File: src/rtl/sram_ctrl_pkg.sv
// Shared types and constants for the two-halfword SRAM data-memory controller.
package sram_ctrl_pkg;

  localparam int unsigned CNT_W = 4;

  typedef enum logic [1:0] {
    ST_IDLE = 2'd0,
    ST_LOW  = 2'd1,
    ST_HIGH = 2'd2,
    ST_DONE = 2'd3
  } state_e;

  localparam logic LOW_HALF  = 1'b0;
  localparam logic HIGH_HALF = 1'b1;

endpackage

File: src/rtl/sram_wait_counter.sv
// Loadable wait-state down-counter; zero flag is registered alongside the count.
module sram_wait_counter
  import sram_ctrl_pkg::*;
(
  input  logic             clk,
  input  logic             reset,
  input  logic             load,
  input  logic             dec,
  input  logic [CNT_W-1:0] load_value,
  output logic [CNT_W-1:0] count_next_c,
  output logic             zero
);

  logic [CNT_W-1:0] count;

  always_comb begin
    count_next_c = count;
    if (load) begin
      count_next_c = load_value;
    end else if (dec && (count != '0)) begin
      count_next_c = count - CNT_W'(1);
    end
  end

  always_ff @(posedge clk or posedge reset) begin
    if (reset) begin
      count <= '0;
      zero  <= 1'b1;
    end else begin
      count <= count_next_c;
      zero  <= (count_next_c == '0);
    end
  end

endmodule

File: src/rtl/sram_controller.sv
// MEM-stage data memory responder: each 32-bit access becomes two 16-bit SRAM
// accesses with WAIT_CYCLES wait states. Optional read buffer: SRAM_CTRL_READ_BUFFER_EN.
module sram_controller
  import sram_ctrl_pkg::*;
#(
  parameter int unsigned WAIT_CYCLES     = 2,
  parameter int unsigned BASE_ADDRESS    = 1024,
  parameter int unsigned SRAM_ADDR_WIDTH = 18
) (
  input  logic                       clk,
  input  logic                       reset,
  input  logic                       i_Sig_Memory_Read_Enable,
  input  logic                       i_Sig_Memory_Write_Enable,
  input  logic [31:0]                i_Address,
  input  logic [31:0]                i_Write_Data,
  output logic [31:0]                o_Read_Data,
  output logic                       o_Ready,
  output logic [SRAM_ADDR_WIDTH-1:0] o_SRAM_Address,
  output logic [15:0]                o_SRAM_Write_Data,
  input  logic [15:0]                i_SRAM_Read_Data,
  output logic                       o_SRAM_Data_Drive,
  output logic                       o_SRAM_WE_N
);

  localparam logic [CNT_W-1:0] RELOAD = CNT_W'(WAIT_CYCLES - 1);

  state_e           state, state_nxt;
  logic             req, hit;
  logic             cnt_load, cnt_dec, cnt_zero;
  logic [CNT_W-1:0] cnt_next;
  logic [31:0]      in_word;
  logic             op_wr_q;
  logic [31:0]      word_q, wdata_q;
  logic             cur_wr;
  logic [31:0]      cur_word, cur_wdata;
  logic             phase_nxt;

  assign req     = i_Sig_Memory_Read_Enable | i_Sig_Memory_Write_Enable;
  assign in_word = (i_Address - 32'(BASE_ADDRESS)) >> 2;

  // In IDLE the request comes straight from the pins; afterwards from the latched copy.
  assign cur_wr    = (state == ST_IDLE) ? i_Sig_Memory_Write_Enable : op_wr_q;
  assign cur_word  = (state == ST_IDLE) ? in_word : word_q;
  assign cur_wdata = (state == ST_IDLE) ? i_Write_Data : wdata_q;
  assign phase_nxt = (state_nxt == ST_LOW) || (state_nxt == ST_HIGH);

  function automatic logic [SRAM_ADDR_WIDTH-1:0] half_addr(input logic [31:0] word,
                                                           input logic half);
    return SRAM_ADDR_WIDTH'({word, half});
  endfunction

  sram_wait_counter u_wait_counter (
    .clk          (clk),
    .reset        (reset),
    .load         (cnt_load),
    .dec          (cnt_dec),
    .load_value   (RELOAD),
    .count_next_c (cnt_next),
    .zero         (cnt_zero)
  );

  // Next-state, counter control and the combinational ready.
  always_comb begin
    state_nxt = state;
    cnt_load  = 1'b0;
    cnt_dec   = 1'b0;
    o_Ready   = 1'b0;
    case (state)
      ST_IDLE: begin
        o_Ready = !req || hit;
        if (req && !hit) begin
          cnt_load  = 1'b1;
          state_nxt = ST_LOW;
        end
      end
      ST_LOW: begin
        if (cnt_zero) begin
          cnt_load  = 1'b1;
          state_nxt = ST_HIGH;
        end else begin
          cnt_dec = 1'b1;
        end
      end
      ST_HIGH: begin
        if (cnt_zero) begin
          state_nxt = ST_DONE;
        end else begin
          cnt_dec = 1'b1;
        end
      end
      ST_DONE: begin
        o_Ready   = 1'b1;
        state_nxt = ST_IDLE;
      end
      default: state_nxt = ST_IDLE;
    endcase
  end

  // Pin outputs are registered from next-state so they line up with each phase cycle;
  // WE_N releases on the final cycle of a phase to give address/data hold time.
  always_ff @(posedge clk or posedge reset) begin
    if (reset) begin
      state             <= ST_IDLE;
      op_wr_q           <= 1'b0;
      word_q            <= '0;
      wdata_q           <= '0;
      o_Read_Data       <= '0;
      o_SRAM_Address    <= '0;
      o_SRAM_Write_Data <= '0;
      o_SRAM_Data_Drive <= 1'b0;
      o_SRAM_WE_N       <= 1'b1;
    end else begin
      state <= state_nxt;
      if ((state == ST_IDLE) && req && !hit) begin
        op_wr_q <= i_Sig_Memory_Write_Enable;
        word_q  <= in_word;
        wdata_q <= i_Write_Data;
      end
      if (phase_nxt) begin
        o_SRAM_Address    <= half_addr(cur_word, (state_nxt == ST_HIGH) ? HIGH_HALF : LOW_HALF);
        o_SRAM_Write_Data <= (state_nxt == ST_HIGH) ? cur_wdata[31:16] : cur_wdata[15:0];
      end
      o_SRAM_Data_Drive <= phase_nxt && cur_wr;
      o_SRAM_WE_N       <= !(phase_nxt && cur_wr && (cnt_next != '0));
      if (!op_wr_q && cnt_zero) begin
        if (state == ST_LOW)  o_Read_Data[15:0]  <= i_SRAM_Read_Data;
        if (state == ST_HIGH) o_Read_Data[31:16] <= i_SRAM_Read_Data;
      end
    end
  end

`ifdef SRAM_CTRL_READ_BUFFER_EN
  logic        buf_valid;
  logic [31:0] buf_tag;

  assign hit = buf_valid && i_Sig_Memory_Read_Enable && !i_Sig_Memory_Write_Enable &&
               (buf_tag == in_word);

  // One-entry buffer over o_Read_Data: filled by reads, invalidated by matching writes.
  always_ff @(posedge clk or posedge reset) begin
    if (reset) begin
      buf_valid <= 1'b0;
      buf_tag   <= '0;
    end else if (state == ST_DONE) begin
      if (op_wr_q) begin
        if (word_q == buf_tag) buf_valid <= 1'b0;
      end else begin
        buf_valid <= 1'b1;
        buf_tag   <= word_q;
      end
    end
  end
`else
  assign hit = 1'b0;
`endif

endmodule

File: config.mk
export PLATFORM = sky130hd
export DESIGN_NAME = sram_controller
export DESIGN_NICKNAME = d
export VERILOG_FILES = /design/src/rtl/sram_ctrl_pkg.sv /design/src/rtl/sram_wait_counter.sv /design/src/rtl/sram_controller.sv
export SDC_FILE = /design/constraint.sdc
export NUM_CORES = 1
export LEC_CHECK = 0
export BUFFER_PORTS_ARGS = -buffer_cell sky130_fd_sc_hd__buf_4
export CORE_ASPECT_RATIO = 0.6
export CORE_MARGIN = 2
export CORE_UTILIZATION = 56
export DETAILED_ROUTE_END_ITERATION = 8
export PLACE_DENSITY_LB_ADDON = 0.12
export SYNTH_ARGS = -nofsm -noshare
export SYNTH_HDL_FRONTEND = slang
export SYNTH_SLANG_ARGS = --single-unit
export TNS_END_PERCENT = 1
File: constraint.sdc
create_clock -name clk -period 6.9 [get_ports clk]
set_input_delay 1.725 -clock clk [delete_from_list [all_inputs] [get_ports clk]]
set_output_delay 1.725 -clock clk [all_outputs]
set_load 0.02 [all_outputs]
==> run_results.csv, run 1 <==
group,metric,value,unit
worst_setup_path,cp_slowest_stage_delay,150,ps
hold_path,holdPathStages,2,
place,portBuffers,137,
worst_setup_path,cp_slowest_cell,"buf_4",
synth,netlist_top_cells_area,"dfrtp_1, mux2_2, mux4_2",
power_and_ir_drop,peakVddDrop,0.357,mV
worst_setup_path,reg2reg_depth,5,
clock_tree,htreeDepth,4,
hold_path,hold_end,"word_q[12]",
power_and_ir_drop,p_leak,3.37,nW
global_routing,grt_max_degree,73,
global_routing,overflow,0,
timing,fin_setup_tns,0,ps
timing,maxSlewViolCount,0,
synth,synth_top_area_share,55.3,%
clock_tree,clkLatencyLatePin,410,ps
clock_tree,clock-root-buffer,"clkbuf_16",
worst_setup_path,reg2reg_from,"state[0]",
power_and_ir_drop,cellPowerDensity,592,nW/um^2
final_layout,layout_common_cells,"buf_4, dfrtp_1, mux2_2",
worst_setup_path,startpoint_type,"input port",
die,core-area,9770,um^2
hold_path,hold_path.class,"reg -> reg",
final_layout,post-route-util,74.7,%
die,die-area,10800,um^2
final_layout,antenna_cells,0,
timing,fin_crit,3990,ps
drt,drc,0,
timing,finalCritPeriodShare,57.9,%
timing,worst_pin_slew,1070,ps
die,fp.dieH,81.2,um
place,dp_hpwl,7770,um
hold_path,hp-start,"word_q[12]",
synth,netlist_area,5570,um^2
timing,skew,5.36,ps
die,num_rows,28,
die,io_pins,153,
clock_tree,holdBufCountCts,0,
drt,detail-route-antenna-nets,0,
synth,synth_top_cell_by_area,"dfrtp_1",
synth,synth_seq_area_share,56.2,%
clock_tree,numCtsBuffers,17,
drt,post_drt_wl_per_cell,17.3,um
global_routing,antenna_found_initial,0,
outcome,outcome,"complete, no violations",
worst_setup_path,path_cells,"buf_4, nor2_1, a21oi_1, nor2_1, buf_4",
global_routing,grt_pass1_wl,19400,um
final_layout,final_common_cell,"buf_4",
synth,syn_nets,491,
drt,first_iter_violations,191,
global_routing,grtUsageTotal,23.7,%
timing,hold_viol,0,
final_layout,fillers,644,
worst_setup_path,cp.arrival,2270,ps
worst_setup_path,path_depth,5,
worst_setup_path,crit-reg2reg-capture,"o_SRAM_Write_Data[14]",
synth,synth_edf_count,0,
synth,synth_flop_cell,"dfrtp_1",
synth,synthArstFlopShare,100,%
clock_tree,cts_sinks,125,
timing,max_freq,250,MHz
drt,drt-pass1-iter-count,6,
worst_setup_path,critical_path_buf_inv_count,2,
timing,rsz0062_at_grt,"false",
final_layout,syn2layout_area_growth,31.2,%
synth,postSynthAreaPerCell,14.0,um^2
drt,viasPerCell,5.40,
worst_setup_path,r2r_setup_slack,4130,ps
flow_run,drv_cap,0,
synth,yosysWarnings,0,
worst_setup_path,path_class,"in -> out",
worst_setup_path,crit_family,"buffers and inverters",
final_layout,layout.nets,629,
synth,synth_cell_types,43,
worst_setup_path,crit_fanout,4,
clock_tree,cts.reportedPaths.clkPinSlew,60,ps
timing,maxSlewHeadroom,28.8,%
clock_tree,clock_path_buffers,2,
worst_setup_path,cp.required,5180,ps
synth,yosys_register_bits,125,
drt,drt_wl_total,11800,um
die,initial_core_util,57.0,%
synth,syn_inst,399,
clock_tree,cts_tree,"done",
timing,setup_viol,0,
worst_setup_path,cp-end-kind,"output pin",
final_layout,drive_above_1_share,50.7,%
clock_tree,cts_setup_buffers,0,
place,place.gp.congestion,0.722,
global_routing,grt_pass1_vias,3911,
clock_tree,post_cts_resized,0,
die,die_w,133,um
drt,vias,3690,
## flip-flops by register name, summed over array words and instances, names as in the netlist, 2 cells and up
name and count:
o_Read_Data 32, word_q 17, o_SRAM_Write_Data 16, wdata_q 32, o_SRAM_Address 18, u_wait_counter.count 4, state 2
## worst max-delay path by stage
| stage | from | to | slack [ps] |
|---|---|---|---|
| 6_report | i_Sig_Memory_Read_Enable | o_Ready | 2910 |
| 3_3_place_gp | i_Sig_Memory_Read_Enable | o_Ready | 2910 |
| 2_1_floorplan | reset | o_Read_Data[0] | 1850 |
| 4_1_cts | i_Sig_Memory_Read_Enable | o_Ready | 2900 |
| 5_1_grt | i_Sig_Memory_Read_Enable | o_Ready | 2850 |
| 3_5_place_dp | i_Sig_Memory_Read_Enable | o_Ready | 2900 |
## per-layer routing
layer  routed length (um)  vias up  track usage (%)
li1                     -     1709                -
met1                 5200     1863             29.7
met2                 5840      101             39.8
met3                  617       17             6.80
met4                  173        0             9.14
met5                    0        -                0
## cell families (layout without fill, tap and decap cells)
family,count (synthesis),count (layout),synth area share (%)
AOI/OAI and AO/OA,52,52,5.73
and+or+nand+nor,62,62,5.35
adders and majority gates,8,8,1.80
DFF,125,125,56.2
muxes,115,115,26.7
xor gates and xnor gates,7,7,1.10
buffers and inverters,30,179,3.12
## report_power, final
part	internal (mW)	switching, mW
Clock	0.664	0.309
Combinational	1.01	1.02
Sequential	1.13	0.190
Total	2.80	1.52
## area by class of cell
type                       count  area (um^2)  share of cell area (%)
clock buffer                  23          478                    6.54
sequential                   125         3130                    42.9
inverter                       9         36.3                   0.497
clock inverter                 7          160                    2.19
timing repair buffer         140         1050                    14.4
multi-input combinational    244         2280                    31.2
tap                          135          169                    2.31
## synth_stat cells (2+ instances only)
cell type and count:
xnor2_1 6, a211oi_1 3, o21ai_0 24, nor3b_1 2, nand2_2 2, nand2_1 27, a22o_1 2, a21o_1 4
mux4_2 10, nor2b_1 3, a21oi_1 4, mux4_1 6, buf_6 4, clkbuf_1 6, dfstp_2 2, nor3_1 3
nand3b_1 2, mux2i_1 10, mux2_2 89, inv_1 9, o21ai_1 6, dfrtp_1 123, nor2_1 15, ha_1 8
and2_1 2, nand2b_1 2, buf_2 9
## worst register-to-register path, delay by kind of cell, from the launching register on
| family | cells | cell delay, ps |
|---|---|---|
| adder cells (fa/ha/maj) | 2 | 1320 |
| multiplexers | 1 | 450 |
| flip-flops | 1 | 400 |
| AO/OA/AOI/OAI | 1 | 390 |
| buffers and inverters | 1 | 100 |
## stage by stage
step	std cells	power [mW]	area, um^2	hold WS, ps	worst slack (ps)
after floorplan	399	2.77	5570	445	1850
after global placement	653	3.27	6670	458	2910
after detailed placement	653	3.37	6670	469	2900
after CTS	683	4.36	7300	483	2900
after global routing	683	4.60	7300	499	2850
final	683	4.32	7300	483	2910
(Power assumes the default switching activity.)
==> run 2, diff against run 1 <==
CORE_UTILIZATION = 47   (was 56)
clock period = 3.5 ns   (was 6.9 ns; I/O delays follow)
==> run 2 against run 1 <==
Effect of this change: routed wire length fell by 2.0%; critical path type is now reg -> reg; setup slack got worse by 2000 ps; clock power rose by 75%; sequential cell count did not move; sequential share of layout area fell by 0.10 points.
==> run_results.csv, run 2 (same netlist as run 1, synthesis figures left out) <==
group,metric,value,unit
global_routing,grt_pass1_wl,18800,um
place,dp_cells,681,
worst_setup_path,cp.required,3780,ps
drt,post_drt_wl_per_cell,16.3,um
timing,finalCritPeriodShare,74.5,%
clock_tree,clock_path_buffers,2,
die,initial_core_util,48.8,%
final_layout,final_common_cell,"buf_4",
worst_setup_path,critical_path_buf_inv_count,1,
worst_setup_path,crit_family,"adder cells",
drt,wl_met2,5320,um
worst_setup_path,cp_slowest_stage_delay,550,ps
drt,drt-pass1-iter-count,4,
worst_setup_path,path_cells,"inv_1, ha_1, o21ai_0, o21ai_0, o32ai_1, ha_2, mux4_1, mux2_2",
global_routing,grtUsageTotal,19.6,%
clock_tree,cts.reportedPaths.clkPinSlew,50,ps
timing,setup_viol,0,
final_layout,syn2layout_area_growth,31.5,%
place,portBuffers,137,
global_routing,overflow,0,
drt,first_iter_violations,196,
die,io_pins,153,
die,num_rows,30,
drt,viasPerCell,5.13,
clock_tree,holdBufCountCts,0,
power_and_ir_drop,p_leak,3.36,nW
clock_tree,cts_tree,"done",
final_layout,drive_above_1_share,51.2,%
final_layout,largestRegisters,"o_Read_Data: 32 flops, wdata_q: 32 flops, o_SRAM_Address: 18 flops",
die,die-area,12800,um^2
timing,fin_crit,2610,ps
power_and_ir_drop,cellPowerDensity,1150,nW/um^2
worst_setup_path,path_class,"reg -> reg",
final_layout,post-route-util,64.2,%
worst_setup_path,cp_slowest_cell,"ha_2",
clock_tree,cts_setup_buffers,0,
power_and_ir_drop,peakVddDrop,0.563,mV
drt,drc,0,
drt,drt_wl_total,11600,um
die,die_w,145,um
worst_setup_path,startpoint_type,"flop",
final_layout,layout_common_cells,"buf_4, dfrtp_1, mux2_2",
timing,hold_viol,0,
clock_tree,numCtsBuffers,17,
timing,max_freq,383,MHz
timing,worst_pin_slew,697,ps
drt,wl_met3,729,um
outcome,outcome,"complete, no violations",
drt,wl_met1,5420,um
drt,detail-route-antenna-nets,0,
worst_setup_path,cp.arrival,2890,ps
hold_path,hold_path.class,"reg -> reg",
drt,topRoutingLayerUsed,"met4",
die,core-area,11400,um^2
timing,fin_setup_tns,0,ps
global_routing,grt_max_degree,126,
final_layout,fin_cells,711,
final_layout,design_area,7320,um^2
worst_setup_path,cp-end-kind,"flop",
timing,skew,10.0,ps
power_and_ir_drop,finalPower,8.39,mW
place,place.gp.congestion,0.808,
worst_setup_path,crit_fanout,17,
flow_run,drv_cap,0,
final_layout,layout.nets,632,
timing,maxSlewViolCount,0,
clock_tree,cts_sinks,125,
place,dp_hpwl,7880,um
clock_tree,clkLatencyLatePin,410,ps
drt,vias,3644,
clock_tree,post_cts_resized,0,
place,placed_area,6750,um^2
global_routing,grt_pass1_vias,3759,
die,fp.dieH,88.3,um
final_layout,antenna_cells,0,
timing,rsz0062_at_grt,"false",
timing,maxSlewHeadroom,53.5,%
final_layout,fillers,904,
clock_tree,htreeDepth,4,
global_routing,antenna_found_initial,0,
clock_tree,clock-root-buffer,"clkbuf_16",
worst_setup_path,crit_top_cell,"o21ai_0",
## run 2: cell count changes in the layout (fill, tap and decap cells not counted)
cell / previous run / this run
buf_12: 0 / 2
buf_4: 140 / 141
bufinv_16: 5 / 2
clkbuf_1: 3 / 2
clkbuf_8: 3 / 4
clkinv_2: 2 / 4
clkinvlp_4: 0 / 2
inv_4: 1 / 0
## run 2: through the flow
| stage | setup slack, ps | hold WS [ps] |
|---|---|---|
| floorplan | 834 | 445 |
| CTS | 909 | 478 |
| detailed placement | 610 | 466 |
| finish | 891 | 474 |
| global route | 709 | 501 |
| global placement | 634 | 458 |
## run 2: final timing paths
| path | start | to | slack [ps] | cells after the start |
|---|---|---|---|---|
| max | state[0] | o_SRAM_Write_Data[11] | 890 | 8 |
| min | word_q[9] | word_q[9] | 470 | 2 |
| max reg2reg | state[0] | o_SRAM_Write_Data[11] | 890 | 8 |
| min reg2reg | word_q[9] | word_q[9] | 470 | 2 |
| max in group asynchronous | reset | word_q[14] | 2300 | 3 |
| min in group asynchronous | reset | o_SRAM_Address[14] | 640 | 3 |
## run 2: report_power, final
group	switching, mW	internal, mW
Combinational	2.03	2.05
Sequential	0.375	2.22
Clock	0.595	1.11
## run 2: layer usage
layer  vias to the layer above  GRT usage [%]
met2                        95           30.1
li1                       1717              -
met3                        13           6.49
met4                         0           6.44
met5                         -              0
met1                      1819           26.8
## run 2: final cells by class
cell class                      instances  area [um^2]  area share (%)
Sequential cell                       125         3130            42.8
Clock inverter                          7         87.6            1.20
Multi-Input combinational cell        244         2280            31.1
Clock buffer                           23          488            6.66
Inverter                                9         37.5           0.513
Timing Repair Buffer                  143         1100            15.0
Tap cell                              160          200            2.73
## run 2: tightest hold or removal path, stage by stage (launching register included)
cell and delay (ps):
dfrtp_1 330, nand2_1 40, o21ai_0 60
